--- src/rtl/wb_pkg.sv ---
// Shared encodings for the MEM/WB write-back stage.
//   WbSel    : write-back source select (ALU / MEM / LINK; 3 is reserved and behaves as ALU)
//   LoadSize : load width (BYTE / HALF / WORD; 3 is reserved and behaves as WORD)
//   LINK_OFFSET : added to PC+4 to form the link address (PC+8)
package wb_pkg;

    localparam logic [1:0] WB_ALU  = 2'd0;
    localparam logic [1:0] WB_MEM  = 2'd1;
    localparam logic [1:0] WB_LINK = 2'd2;

    localparam logic [1:0] LD_BYTE = 2'd0;
    localparam logic [1:0] LD_HALF = 2'd1;
    localparam logic [1:0] LD_WORD = 2'd2;

    localparam int unsigned LINK_OFFSET = 4;

endpackage

--- src/rtl/load_extend.sv ---
// Big-endian load lane extraction with sign/zero extension. Purely combinational.
//   r_data_i        : raw word from data memory
//   byte_off_i      : address bits [1:0] of the load
//   load_size_i     : LD_BYTE / LD_HALF / LD_WORD
//   load_unsigned_i : 1 = zero-extend, 0 = sign-extend
//   data_o          : extended load value
// The addressed word occupies bits [31:0]; DATA_W must be at least 32.
module load_extend
    import wb_pkg::*;
#(
    parameter int unsigned DATA_W = 32
) (
    input  logic [DATA_W-1:0] r_data_i,
    input  logic [1:0]        byte_off_i,
    input  logic [1:0]        load_size_i,
    input  logic              load_unsigned_i,
    output logic [DATA_W-1:0] data_o
);

    logic [7:0]  byte_lane;
    logic [15:0] half_lane;

    always_comb begin
        // Offset 0 is the most significant byte of the word.
        unique case (byte_off_i)
            2'd0:    byte_lane = r_data_i[31:24];
            2'd1:    byte_lane = r_data_i[23:16];
            2'd2:    byte_lane = r_data_i[15:8];
            default: byte_lane = r_data_i[7:0];
        endcase
        // Only bit 1 of the offset picks the halfword; bit 0 is ignored.
        half_lane = byte_off_i[1] ? r_data_i[15:0] : r_data_i[31:16];
    end

    always_comb begin
        data_o = r_data_i;
        case (load_size_i)
            LD_BYTE: data_o = {{(DATA_W-8){byte_lane[7] & ~load_unsigned_i}}, byte_lane};
            LD_HALF: data_o = {{(DATA_W-16){half_lane[15] & ~load_unsigned_i}}, half_lane};
            default: data_o = r_data_i;
        endcase
    end

endmodule

--- src/rtl/wb_stage_pipelined.sv ---
// MEM/WB pipeline register fused with the write-back stage.
//   Clk, Rst_n        : rising-edge clock, asynchronous active-low reset
//   Stall, Flush      : hold the WB register / load a bubble (Flush wins)
//   *_In              : MEM-stage instruction fields captured each edge
//   RegWrite_Out, rDest_Out, regWriteData : register-file write port
//   Fwd_Valid, Fwd_Addr, Fwd_Data         : forwarding tap toward EX (mirrors write port)
//   RetireCount       : valid instructions that have left the WB register
// All outputs depend only on registered state; there is no input-to-output path.
module wb_stage_pipelined
    import wb_pkg::*;
#(
    parameter int unsigned DATA_W     = 32,
    parameter int unsigned REG_ADDR_W = 5,
    parameter int unsigned CNT_W      = 32
) (
    input  logic                  Clk,
    input  logic                  Rst_n,
    input  logic                  Stall,
    input  logic                  Flush,
    input  logic                  Valid_In,
    input  logic                  RegWrite_In,
    input  logic [1:0]            WbSel_In,
    input  logic [1:0]            LoadSize_In,
    input  logic                  LoadUnsigned_In,
    input  logic [1:0]            ByteOff_In,
    input  logic [DATA_W-1:0]     R_Data_In,
    input  logic [DATA_W-1:0]     ALUResult_In,
    input  logic [DATA_W-1:0]     PCPlus4_In,
    input  logic [REG_ADDR_W-1:0] rDest_In,
    output logic                  RegWrite_Out,
    output logic [REG_ADDR_W-1:0] rDest_Out,
    output logic [DATA_W-1:0]     regWriteData,
    output logic                  Fwd_Valid,
    output logic [REG_ADDR_W-1:0] Fwd_Addr,
    output logic [DATA_W-1:0]     Fwd_Data,
    output logic [CNT_W-1:0]      RetireCount
);

    logic                  valid_q;
    logic                  reg_write_q;
    logic [1:0]            wb_sel_q;
    logic [1:0]            load_size_q;
    logic                  load_unsigned_q;
    logic [1:0]            byte_off_q;
    logic [DATA_W-1:0]     r_data_q;
    logic [DATA_W-1:0]     alu_result_q;
    logic [DATA_W-1:0]     pc_plus4_q;
    logic [REG_ADDR_W-1:0] rdest_q;
    logic [CNT_W-1:0]      retire_cnt_q;
    logic [CNT_W-1:0]      retire_cnt_d;

    logic [DATA_W-1:0]     load_data;
    logic [DATA_W-1:0]     wb_data;
    logic                  wr_en;

    always_ff @(posedge Clk or negedge Rst_n) begin
        if (!Rst_n) begin
            valid_q         <= 1'b0;
            reg_write_q     <= 1'b0;
            wb_sel_q        <= '0;
            load_size_q     <= '0;
            load_unsigned_q <= 1'b0;
            byte_off_q      <= '0;
            r_data_q        <= '0;
            alu_result_q    <= '0;
            pc_plus4_q      <= '0;
            rdest_q         <= '0;
        end else if (Flush) begin
            // Clear every field so a bubble drives all-zero outputs.
            valid_q         <= 1'b0;
            reg_write_q     <= 1'b0;
            wb_sel_q        <= '0;
            load_size_q     <= '0;
            load_unsigned_q <= 1'b0;
            byte_off_q      <= '0;
            r_data_q        <= '0;
            alu_result_q    <= '0;
            pc_plus4_q      <= '0;
            rdest_q         <= '0;
        end else if (!Stall) begin
            valid_q         <= Valid_In;
            reg_write_q     <= RegWrite_In;
            wb_sel_q        <= WbSel_In;
            load_size_q     <= LoadSize_In;
            load_unsigned_q <= LoadUnsigned_In;
            byte_off_q      <= ByteOff_In;
            r_data_q        <= R_Data_In;
            alu_result_q    <= ALUResult_In;
            pc_plus4_q      <= PCPlus4_In;
            rdest_q         <= rDest_In;
        end
    end

    // An instruction is counted when it leaves the register: advanced or flushed.
    always_comb begin
        retire_cnt_d = retire_cnt_q;
        if (valid_q && (!Stall || Flush)) begin
            retire_cnt_d = retire_cnt_q + CNT_W'(1);
        end
    end

    always_ff @(posedge Clk or negedge Rst_n) begin
        if (!Rst_n) begin
            retire_cnt_q <= '0;
        end else begin
            retire_cnt_q <= retire_cnt_d;
        end
    end

    load_extend #(
        .DATA_W (DATA_W)
    ) u_load_extend (
        .r_data_i        (r_data_q),
        .byte_off_i      (byte_off_q),
        .load_size_i     (load_size_q),
        .load_unsigned_i (load_unsigned_q),
        .data_o          (load_data)
    );

    always_comb begin
        wb_data = alu_result_q;
        case (wb_sel_q)
            WB_MEM:  wb_data = load_data;
            WB_LINK: wb_data = pc_plus4_q + DATA_W'(LINK_OFFSET);
            default: wb_data = alu_result_q;
        endcase
    end

    assign wr_en        = valid_q & reg_write_q & (rdest_q != '0);

    assign RegWrite_Out = wr_en;
    assign rDest_Out    = rdest_q;
    assign regWriteData = wb_data;
    assign Fwd_Valid    = wr_en;
    assign Fwd_Addr     = rdest_q;
    assign Fwd_Data     = wb_data;
    assign RetireCount  = retire_cnt_q;

endmodule

--- config.mk ---
export PLATFORM = sky130hd
export DESIGN_NAME = wb_stage_pipelined
export DESIGN_NICKNAME = d
export VERILOG_FILES = /design/src/rtl/wb_pkg.sv /design/src/rtl/load_extend.sv /design/src/rtl/wb_stage_pipelined.sv
export SDC_FILE = /design/constraint.sdc
export NUM_CORES = 1
export LEC_CHECK = 0
export ABC_AREA = 1
export BUFFER_PORTS_ARGS = -buffer_cell sky130_fd_sc_hd__buf_2
export CORE_MARGIN = 8
export CORE_UTILIZATION = 49
export DETAILED_ROUTE_END_ITERATION = 8
export GPL_TIMING_DRIVEN = 1
export PLACE_DENSITY_LB_ADDON = 0.05
export SLEW_MARGIN = 20
export SYNTH_ARGS = -nofsm -noshare
export SYNTH_HDL_FRONTEND = slang
export SYNTH_SLANG_ARGS = --single-unit
--- constraint.sdc ---
create_clock -name Clk -period 1.6 [get_ports Clk]
set_input_delay 0.16 -clock Clk [delete_from_list [all_inputs] [get_ports Clk]]
set_output_delay 0.16 -clock Clk [all_outputs]
set_load 0.05 [all_outputs]
Word-level counts from Yosys, hierarchy flattened
Index checks and enable logic that the tools add are counted.
{"block": "classes", "addsub": 2, "multipliers": 0, "n_div": 0, "n_lt_le_gt_ge": 0, "n_eq_ne": 6, "shifts": 0, "muxes": 24, "bitwise_logic": 5, "reduce_logical": 6}
{"cell": "$mux W32", "n": 6}
{"cell": "$pmux W32 S2", "n": 2}
{"cell": "$add A32 B1 Y32 const B", "n": 1}
{"cell": "$add A32 B3 Y32 const B", "n": 1}
{"cell": "$pmux W8 S3", "n": 1}
{"cell": "$mux W16", "n": 1}
{"cell": "$mux W2", "n": 6}
{"cell": "$mux W5", "n": 2}
{"cell": "$eq A2 B1 Y1 const B", "n": 3}
{"cell": "$mux W1", "n": 6}
{"cell": "$reduce_bool A5 Y1", "n": 1}
{"cell": "$and A1 B1 Y1", "n": 4}
{"cell": "$eq A2 B2 Y1 const B", "n": 2}
{"cell": "$logic_not A2 Y1", "n": 2}
{"cell": "$ne A2 B1 Y1 const B", "n": 1}
{"cell": "$logic_and A1 B1 Y1", "n": 1}
{"cell": "$logic_not A1 Y1", "n": 1}
{"cell": "$logic_or A1 B1 Y1", "n": 1}
{"cell": "$not A1 Y1", "n": 1}
{"block": "word_totals", "regBits": 142, "latchBits": 0, "ramBits": 0, "mem_bits_ro": 0, "input_bits": 114, "out_inout_bits": 108, "word_cells": 54, "memories": 0}

Depth between registers and ports, before layout
Gate-level depths: netlist of run 1.
{"block": "depth", "word_depth": 5, "mapped_depth": 12, "mapped_depth_nobuf": 11}

Hierarchy
From an unflattened synthesis of run 1, not the netlist that was laid out.
{"block": "hier_totals", "hier_cells": 1236, "area_unflattened_um2": 8765.9}
{"mod": "wb_stage_pipelined", "n_inst": 1, "cells_per_inst": 1083, "area_per_inst_um2": 7977.7, "seq_area_each_um2": 3553.4}
{"mod": "load_extend", "n_inst": 1, "cells_per_inst": 153, "area_per_inst_um2": 788.3, "seq_area_each_um2": 0.0}

Least setup slack after synthesis of run 1
Ideal clock, no wire load.
{"block": "synth_timing", "path_type": "reg-to-output", "from": "reg wb_sel_q[0]", "to": "out regWriteData[14]", "arrival_ps": 2468, "required_ps": 1440, "path_slack_ps": -1028, "path_stages_with_launch": 8, "n_path_buf": 3, "path_cell_list": "dfrtp_1 inv_1 ha_1 clkbuf_1 clkbuf_1 nand3_1 a31oi_1 buf_4"}
{"block": "synth_between", "elab_chain_len": 2, "word_cells_on_any_way": 3, "cone_classes": "eq/ne (2); mux (1)"}
{"element": "from (decl)", "line_no": "wb_stage_pipelined.sv:41", "text": "logic [1:0] wb_sel_q;"}
{"element": "from (signal assigned)", "line_no": "wb_stage_pipelined.sv:83", "text": "wb_sel_q <= WbSel_In;"}
{"element": "$eq A2 B2 Y1 or $eq A2 B1 Y1 (tied branches)", "line_no": "wb_stage_pipelined.sv:122", "text": "case (wb_sel_q)"}
{"element": "$pmux W32 S2 *", "line_no": "wb_stage_pipelined.sv:122"}
{"element": "to (decl)", "line_no": "wb_stage_pipelined.sv:32", "text": "output logic [DATA_W-1:0] regWriteData,"}
Mark *: on every way between the ends. The rest lies on a longest branch, timed or not.

Worst setup path after layout of run 1
{"block": "layout_timing", "from": "reg load_size_q[1]", "to": "out regWriteData[10]"}
{"block": "layout_between", "elab_chain_len": 3, "word_cells_on_any_way": 4, "cone_classes": "eq/ne (1); mux (2); reduce/logical (1)"}
{"element": "from (decl)", "line_no": "wb_stage_pipelined.sv:42", "text": "logic [1:0] load_size_q;"}
{"element": "from (signal assigned)", "line_no": "wb_stage_pipelined.sv:84", "text": "load_size_q <= LoadSize_In;"}
{"element": "$eq A2 B1 Y1 or $logic_not A2 Y1 (tied branches)", "line_no": "load_extend.sv:37", "text": "case (load_size_i)"}
{"element": "$pmux W32 S2 *", "line_no": "load_extend.sv:37"}
{"element": "$pmux W32 S2 *", "line_no": "wb_stage_pipelined.sv:122"}
Marked as above.

==> results of run 1 <==
-- cell families after synthesis --
family | count (synthesis) | share of synthesized area [%]
buffers and inverters | 206 | 11.29
AOI/OAI and AO/OA | 167 | 10.39
DFF | 142 | 40.83
adders and majority gates | 4 | 0.5751
xor gates and xnor gates | 30 | 3.019
and+or+nand+nor | 652 | 33.90
-- per-stage QoR --
stage / hold WS, ns / power, uW / setup WS (ns) / std cells / cell area [um2]
after global placement: 0.07577 / 7007 / -0.4278 / 1679 / 11040
final: 0.002692 / 11770 / -0.7389 / 1815 / 13720
after floorplan: -0.1356 / 6202 / -0.4150 / 1201 / 9335
after detailed placement: 0.07726 / 7029 / -0.4608 / 1679 / 11040
after global routing: 0.01938 / 12150 / -0.8010 / 1814 / 13720
after CTS: 0.005799 / 11660 / -0.7031 / 1807 / 13490
-- area by class of cell --
class	instances	area (um2)
diodes	1	2.502
well taps	225	281.5
inverters	112	442.9
multi-input cells	853	5057
flip-flops and latches	142	3583
repair buffers	450	3777
clock buffers	19	432.9
fillers	1190	3638
clock inverters	13	140.1
-- registers in the layout (all words and copies together), names as in the netlist --
| signal | cells |
|---|---|
| load_unsigned_q | 1 |
| load_size_q | 2 |
| wb_sel_q | 2 |
| alu_result_q | 32 |
| RetireCount | 32 |
| r_data_q | 32 |
| byte_off_q | 2 |
| pc_plus4_q | 32 |
| reg_write_q | 1 |
| Fwd_Addr | 5 |
| valid_q | 1 |
-- synthesized netlist by cell type, types with 2 or more instances --
cell and number:
nand4_1 12, nand2_4 2, o211ai_1 8, xor2_1 17, clkbuf_1 36, buf_4 40, dfrtp_1 142, nand2_2 6
nor3_2 4, nor2_2 6, buf_1 4, nor3_1 9, a21oi_1 41, o21ai_0 99, a22oi_1 7, nand3b_1 2
buf_2 10, nor2_4 6, xnor2_1 13, nand3_2 13, inv_2 6, nand3_4 2, ha_1 4, a31oi_1 4
inv_1 105, o221ai_1 6, nand3_1 161, buf_6 3, nand2_1 345, nor2_1 81
-- worst min-delay path by stage --
stage,cells after the start,to,start,slack (ns)
2_1_floorplan,0,Fwd_Addr[0],Rst_n,-0.14
3_3_place_gp,1,pc_plus4_q[12],Rst_n,0.08
3_5_place_dp,1,pc_plus4_q[14],Rst_n,0.08
4_1_cts,3,pc_plus4_q[29],PCPlus4_In[29],0.006
5_1_grt,3,pc_plus4_q[29],PCPlus4_In[29],0.02
6_report,3,load_size_q[0],LoadSize_In[0],0.003
-- power by group --
part	internal (uW)	switching [uW]	total [uW]	leakage, uW
sequential	3820	214	4030	0.00184
clock	2300	1700	4000	0.000270
combinational	1400	2340	3730	0.00426
-- critical path: stages (launching register included) --
cell      delay [ns]
dfrtp_1         0.44
nor2_2          0.27
nand4_4         0.18
buf_4           0.17
o211ai_1        0.07
nand2_1         0.14
a21oi_4         0.27
buf_6           0.20
-- timing repair --
item / CTS / global route
pin swaps: 60 / 30
gates resized for setup: 279 / 45
setup endpoints to repair: 66 / 71
gates cloned: 1 / 0
buffers inserted: 11 / 8
endpoints found under the hold margin: 162 / 0
hold buffers: 84 / 0
-- per-layer routing --
| layer | wire length [um] | GRT usage [%] | vias to the layer above |
|---|---|---|---|
| met3 | 2548 | 5.674 | 89 |
| met5 | 0 | 0 | - |
| met4 | 1321 | 12.82 | 0 |
| met2 | 17140 | 52.33 | 469 |
| li1 | - | - | 4628 |
| met1 | 14240 | 39.53 | 4748 |
==> out/results.ini, run 1 <==
[global_route]
grt_use_total_pct = 31.41
antenna_found_initial = 0
overflow = 0
grt_max_degree = 78
grt_pass1_vias = 10090
grt_pass1_wl_um = 54880

[sta]
worst_pin_slew_ns = 0.4215
slew_headroom_pct = 71.90
period_share_pct = 146.2
hold_viol_final = 0
setup_ws_ns = -0.7389
report.final.setup_viol = 66
max_freq_mhz = 427.5
grt_setup_unrepaired = true
setup_tns_ns = -43.36
fin_skew_ns = 0.008678
period_needed_ns = 2.339
drv_slew = 0

[clocking]
cts_max_path_buffers = 2
tritoncts = done
htreeDepth = 4
clk_pin_slew_ns = 0.06
cts.sink_count = 142
root_buffer = clkbuf_16
cts_buffers = 17
insertion_delay_ns = 0.43

[setup_path]
cp.required_ns = 1.44
rr_startpoint = RetireCount[4]
criticalPathCategory = register to output port
crit_path_end_kind = output port
cp-endpoint = regWriteData[10]
reg2regPathDepth = 6
crit_path_start = load_size_q[1]
r2r_end = RetireCount[31]
arrival_ns = 2.18
cp-start-kind = register
crit_fanout = 5
reg2reg_slack_ns = 0.06

[logic_synthesis]
yosysTopAreaCellShare_pct = 40.83
ys_types = 37
ys_ff_latch = 142
synth_edf_count = 0
yosys_warnings = 0
yosys-top-cells-area = dfrtp_1 (41%), nand2_1 (15%), nand3_1 (9.3%), o21ai_0 (5.7%), inv_1 (4.5%)
synth_largest_area_cell = dfrtp_1
syn_nets = 1319
netlist_area_um2 = 8703
ys_seq_area_share_pct = 40.83
synth-async-reset-ratio_pct = 100.0
syn-mean-instance-area_um2 = 7.247
syn_inst = 1201
synth_ff_type = dfrtp_1

[place]
dpl.hpwl_um = 24560
gp_congestion = 1.019
port_buffers = 221

[die]
chipWidth_um = 149.3
fp.dieArea_um2 = 22280
core_um2 = 17360
die_h_um = 149.3
initial_core_util_pct = 50.14
io_pins = 222
rows = 48

[route]
initialDrtViolationCount = 783
first_pass_iters = 5
routed_wl_um = 35260
drtAntennaViolNets = 0
wire_per_inst_um = 19.42
vias = 9934
viasPerCell = 5.473
drc = 0

[status]
violations = setup timing
status = finished with violations

[pwr]
irDropWorstVdd_mv = 1.131
cellPowerDensity_nw_per_um2 = 857.8
p_leak_uw = 0.006372

[final_layout]
final_nets = 1694
final_common_cell = nand2_1
drive_gt1_share_pct = 39.52
mostFrequentLayoutCells = nand2_1 (276), buf_2 (154), nand3_1 (148)
area_growth_pct = 57.62
final_util_pct = 79.04

[run]
cap_violations = 0

[hold_path]
hold_path_class = input pin to register

No activity file was read; power rests on OpenSTA's default activity.
==> run 2: changes to the inputs <==
--- a/config.mk
+++ b/config.mk
@@ -8,4 +8,5 @@
 export ABC_AREA = 1
 export BUFFER_PORTS_ARGS = -buffer_cell sky130_fd_sc_hd__buf_2
+export CORE_ASPECT_RATIO = 1.2
 export CORE_MARGIN = 8
 export CORE_UTILIZATION = 49
==> constraint.sdc (replaced) <==
create_clock -name Clk -period 1.6 [get_ports Clk]
set_input_delay 0.16 -clock Clk [delete_from_list [all_inputs] [get_ports Clk]]
set_output_delay 0.16 -clock Clk [all_outputs]
set_load 0.02 [all_outputs]
==> run 2 against run 1 <==
Compared with the run above:
- the flow finishes with violations (hold timing, setup timing)
- clock skew fell by 0.0026 ns
- non-clock buffer count rose by 5
- sequential share of layout area rose by 0.13 points
- die area barely moved
- first-iteration DRC count fell by 2.4%
- global-route usage fell by 0.90 points
- design area fell by 1.0%
- total power fell by 5.4%
- combinational power fell by 20%
- critical path depth rose by 1
- register-to-register slack improved by 0.04 ns
==> out/results.ini, run 2 (synthesized netlist as in run 1, its figures left out) <==
[status]
status = finished with violations
violations = hold timing, setup timing

[final_layout]
area_growth_pct = 56.04
num_antenna_cells = 0
regArea_um2 = 3565
mostFrequentLayoutCells = nand2_1 (270), buf_2 (154), nand3_1 (147)
final_util_pct = 77.87
multi_input_area_um2 = 5031
drive_gt1_share_pct = 39.49
nFillCells = 1241
final_nets = 1700
final_common_cell = nand2_1
stdcell_count = 1813

[pwr]
irDropWorstVdd_mv = 0.7993
cellPowerDensity_nw_per_um2 = 819.9
p_sw_share_pct = 32.20
p_leak_uw = 0.006408
p_int_uw = 7549
p_comb_share_pct = 26.7
p_clk_share_pct = 37.1
p_total_uw = 11130
seq_power_share_pct = 36.2
p_sw_uw = 3586

[route]
wire_per_inst_um = 18.96
drc = 0
initialDrtViolationCount = 764
vias = 9850
route.met2.wl_um = 17560
viasPerCell = 5.433
wl_met1_um = 12960
top_layer = met4
drtAntennaViolNets = 0
routed_wl_um = 34370
routed-wl-met3_um = 2492
first_pass_iters = 5

[run]
cap_violations = 0

[sta]
setup_tns_ns = -39.64
drv_slew = 0
worst_pin_slew_ns = 0.4778
period_needed_ns = 2.298
grt_setup_unrepaired = true
max_freq_mhz = 435.2
slew_headroom_pct = 68.15
report.final.setup_viol = 66
setup_ws_ns = -0.6976
hold_viol_final = 1
fin_skew_ns = 0.006082
whs_ns = -0.003258
period_share_pct = 143.6

[setup_path]
criticalPathCategory = register to output port
reg2reg_slack_ns = 0.10
cp.required_ns = 1.44
arrival_ns = 2.14
crit_path_end_kind = output port
crit_fanout = 8
cp-start-kind = register

[global_route]
grt_max_degree = 78
antenna_found_initial = 0
grt_pass1_wl_um = 52710
overflow = 0
grt_use_total_pct = 30.51
grt_pass1_vias = 10040

[hold_path]
hold_path_class = input pin to register

[die]
rows = 53
core_um2 = 17440
die_h_um = 162.0
io_pins = 222
fp.dieArea_um2 = 22300
chipWidth_um = 137.7
initial_core_util_pct = 49.90

[clocking]
tritoncts = done
htreeDepth = 4
cts_buffers = 17
insertion_delay_ns = 0.43
cts.sink_count = 142
root_buffer = clkbuf_16
cts_max_path_buffers = 2
clk_pin_slew_ns = 0.07

[place]
gp_congestion = 0.9689
dpl.hpwl_um = 23870
port_buffers = 221
dp_cells = 1670

run 2: layer usage:
| metal | track usage (%) | vias to the layer above |
|---|---|---|
| li1 | - | 4644 |
| met1 | 35.21 | 4708 |
| met2 | 52.60 | 411 |
| met3 | 6.675 | 87 |
| met4 | 13.51 | 0 |
| met5 | 0 | - |
run 2: what timing repair did:
| item | CTS | global route |
|---|---|---|
| gates resized for setup | 246 | 84 |
| setup buffers | 16 | 13 |
| hold buffers | 85 | 0 |
| gates cloned | 1 | 0 |
| pin swaps | 40 | 50 |
| endpoints found under the hold margin | 121 | 0 |
| setup endpoints to repair | 66 | 74 |
run 2: layout make-up:
cell class | instances | share of cell area (%)
inverter | 112 | 3.280
timing repair buffer | 455 | 27.03
multi-input combinational | 854 | 37.05
clock buffer | 17 | 3.132
tap | 220 | 2.027
sequential | 142 | 26.25
clock inverter | 13 | 1.235
run 2: worst max-delay path, cell delays in order (launching register included):
cell	delay (ns)
dfrtp_2	0.48
inv_8	0.10
buf_6	0.09
buf_6	0.10
nand2_8	0.08
o211ai_1	0.22
o211ai_1	0.19
a22oi_2	0.28
buf_6	0.16
run 2: per-stage QoR:
stage                     cell area (um2)  setup WS [ns]
after global routing                13580        -0.7693
after global placement              10830        -0.3101
after CTS                           13200        -0.6494
after floorplan                      9075        -0.1130
after detailed placement            10830        -0.3247
final                               13580        -0.6976
run 2: path summary, 6_finish.rpt:
path	cells past startpoint	to	from
setup / recovery	8	Fwd_Data[6]	byte_off_q[1]
hold / removal	3	alu_result_q[5]	ALUResult_In[5]
setup reg to reg	8	RetireCount[27]	RetireCount[26]
hold reg to reg	1	RetireCount[31]	RetireCount[31]
max in group asynchronous	3	valid_q	Rst_n
min in group asynchronous	2	pc_plus4_q[6]	Rst_n
run 2: power by group through the flow:
stage                     Combinational [uW]  Sequential, uW  Clock (uW)
after floorplan                         1400            4090           0
after global placement                  2250            4060           0
after detailed placement                2280            4060           0
after CTS                               2810            4000        4140
after global routing                    3180            4060        4270
final                                   2980            4030        4130
==> run 3: changes to the inputs <==
Settings changed: BUFFER_PORTS_ARGS -buffer_cell sky130_fd_sc_hd__buf_2 to -buffer_cell sky130_fd_sc_hd__buf_4.
==> run 3 against run 2 <==
Compared with the run above:
- total power rose by 0.71%
- first-iteration DRC count rose by 23%
- largest power group is now sequential cells
- the run ends with setup timing left
- non-clock buffer count rose by 1
- highest routed layer unchanged
==> out/results.ini, run 3 (synthesized netlist as in run 1, its figures left out) <==
[die]
chipWidth_um = 137.7
initial_core_util_pct = 49.90
die_h_um = 162.0
core_um2 = 17440
fp.dieArea_um2 = 22300
io_pins = 222
rows = 53

[sta]
period_needed_ns = 2.353
fin_skew_ns = 0.003995
max_freq_mhz = 424.9
worst_pin_slew_ns = 0.7383
report.final.setup_viol = 66
grt_setup_unrepaired = true
period_share_pct = 147.1
setup_ws_ns = -0.7533
drv_slew = 0
hold_viol_final = 0
slew_headroom_pct = 50.78
whs_ns = 0.005242

[place]
gp_congestion = 0.9904
dp_slack_ns = -0.3009
port_buffers = 221
dpl.hpwl_um = 24440
dpl_cell_area_um2 = 11410

[hold_path]
hold_path_class = input pin to register

[route]
initialDrtViolationCount = 940
drc = 0
wire_per_inst_um = 19.47
first_pass_iters = 6
drtAntennaViolNets = 0
viasPerCell = 5.453
routed_wl_um = 35350
vias = 9897

[status]
status = finished with violations
violations = setup timing

[setup_path]
criticalPathCategory = register to output port
arrival_ns = 2.19
crit_buf_inv = 4
crit_path_end_kind = output port
cp-start-kind = register
cpPeakStageDelay_ns = 0.44
path_common_cell = buf_6
crit_fanout = 6
crit_chain = buf_6 > inv_8 > nand2_4 > nand3_4 > nand4_4 > buf_6 > o211ai_1 > nand2_1 > a21oi_2 > buf_4
cp.required_ns = 1.44
slowest_stage = dfrtp_2
crit_family = buffers and inverters

[final_layout]
num_antenna_cells = 0
final_area_um2 = 13890
final_common_cell = buf_4
final_util_pct = 79.67
drive_gt1_share_pct = 38.75
area_growth_pct = 59.65
nFillCells = 1223
final_nets = 1701
mostFrequentLayoutCells = buf_4 (293), nand2_1 (272), nand3_1 (151)

[global_route]
grt_use_total_pct = 30.70
overflow = 0
antenna_found_initial = 0
grt_pass1_vias = 9921
grt_max_degree = 94
grt_pass1_wl_um = 53190

[pwr]
p_leak_uw = 0.006459
cellPowerDensity_nw_per_um2 = 807.0
irDropWorstVdd_mv = 0.7013
p_total_uw = 11210

[clocking]
cts.sink_count = 142
insertion_delay_ns = 0.43
cts_buffers = 17
tritoncts = done
htreeDepth = 4
root_buffer = clkbuf_16
cts_max_path_buffers = 2
clk_pin_slew_ns = 0.06

[run]
cap_violations = 0

[run 3: routing by layer]
| metal | vias up | global-route usage (%) | routed length [um] |
|---|---|---|---|
| met5 | - | 0 | 0 |
| met4 | 0 | 11.92 | 1366 |
| met3 | 93 | 5.192 | 2248 |
| met2 | 415 | 53.55 | 18470 |
| met1 | 4748 | 36.51 | 13260 |
| li1 | 4641 | - | - |
[run 3: worst reg2reg max path, cell delays in order, from the launching register on]
cell and delay, ns:
dfrtp_1 0.41, inv_1 0.12, nor3_2 0.28, nand2_1 0.13
nor2_1 0.14, nand2_1 0.09, xnor2_1 0.14, nand2_1 0.06
nand2_1 0.04
[run 3: cell type report]
class | count | area [um2] | share of cell area, %
flip-flops and latches | 142 | 3563 | 25.65
repair buffers | 456 | 4016 | 28.91
inverters | 112 | 442.9 | 3.188
clock inverters | 12 | 133.9 | 0.9635
well taps | 220 | 275.3 | 1.981
multi-input cells | 854 | 5020 | 36.13
clock buffers | 19 | 442.9 | 3.188
[run 3: where the power goes]
| group | total, uW | switching (uW) | leakage (uW) | internal, uW |
|---|---|---|---|---|
| Sequential | 4040 | 229 | 0.00186 | 3810 |
| Combinational | 3170 | 1730 | 0.00431 | 1440 |
| Clock | 4000 | 1660 | 0.000286 | 2340 |
| Total | 11200 | 3610 | 0.00646 | 7600 |
[run 3: final timing paths]
check                                  from               end  slack (ns)  cells past startpoint
max                           byte_off_q[1]      Fwd_Data[12]       -0.75                     10
max in group asynchronous             Rst_n   RetireCount[14]        0.75                      3
min reg2reg                alu_result_q[22]  alu_result_q[22]        0.47                      2
min in group asynchronous             Rst_n   alu_result_q[3]        0.25                      2
min                            R_Data_In[1]       r_data_q[1]       0.005                      3
max reg2reg                 RetireCount[15]   RetireCount[30]        0.08                      8
[run 3: metrics by stage]
step / std cells / setup TNS [ns]
2_1_floorplan: 1201 / -1.976
3_3_place_gp: 1676 / -12.17
3_5_place_dp: 1676 / -13.12
4_1_cts: 1805 / -39.83
5_1_grt: 1815 / -46.13
6_report: 1815 / -41.95
[run 3: what timing repair did]
action,in CTS,in global routing
pin swaps,40,52
buffers inserted,12,11
endpoints found under the setup margin,66,79
hold endpoints to repair,117,0
resized for setup,135,114
cloned,1,1
hold buffers,85,0
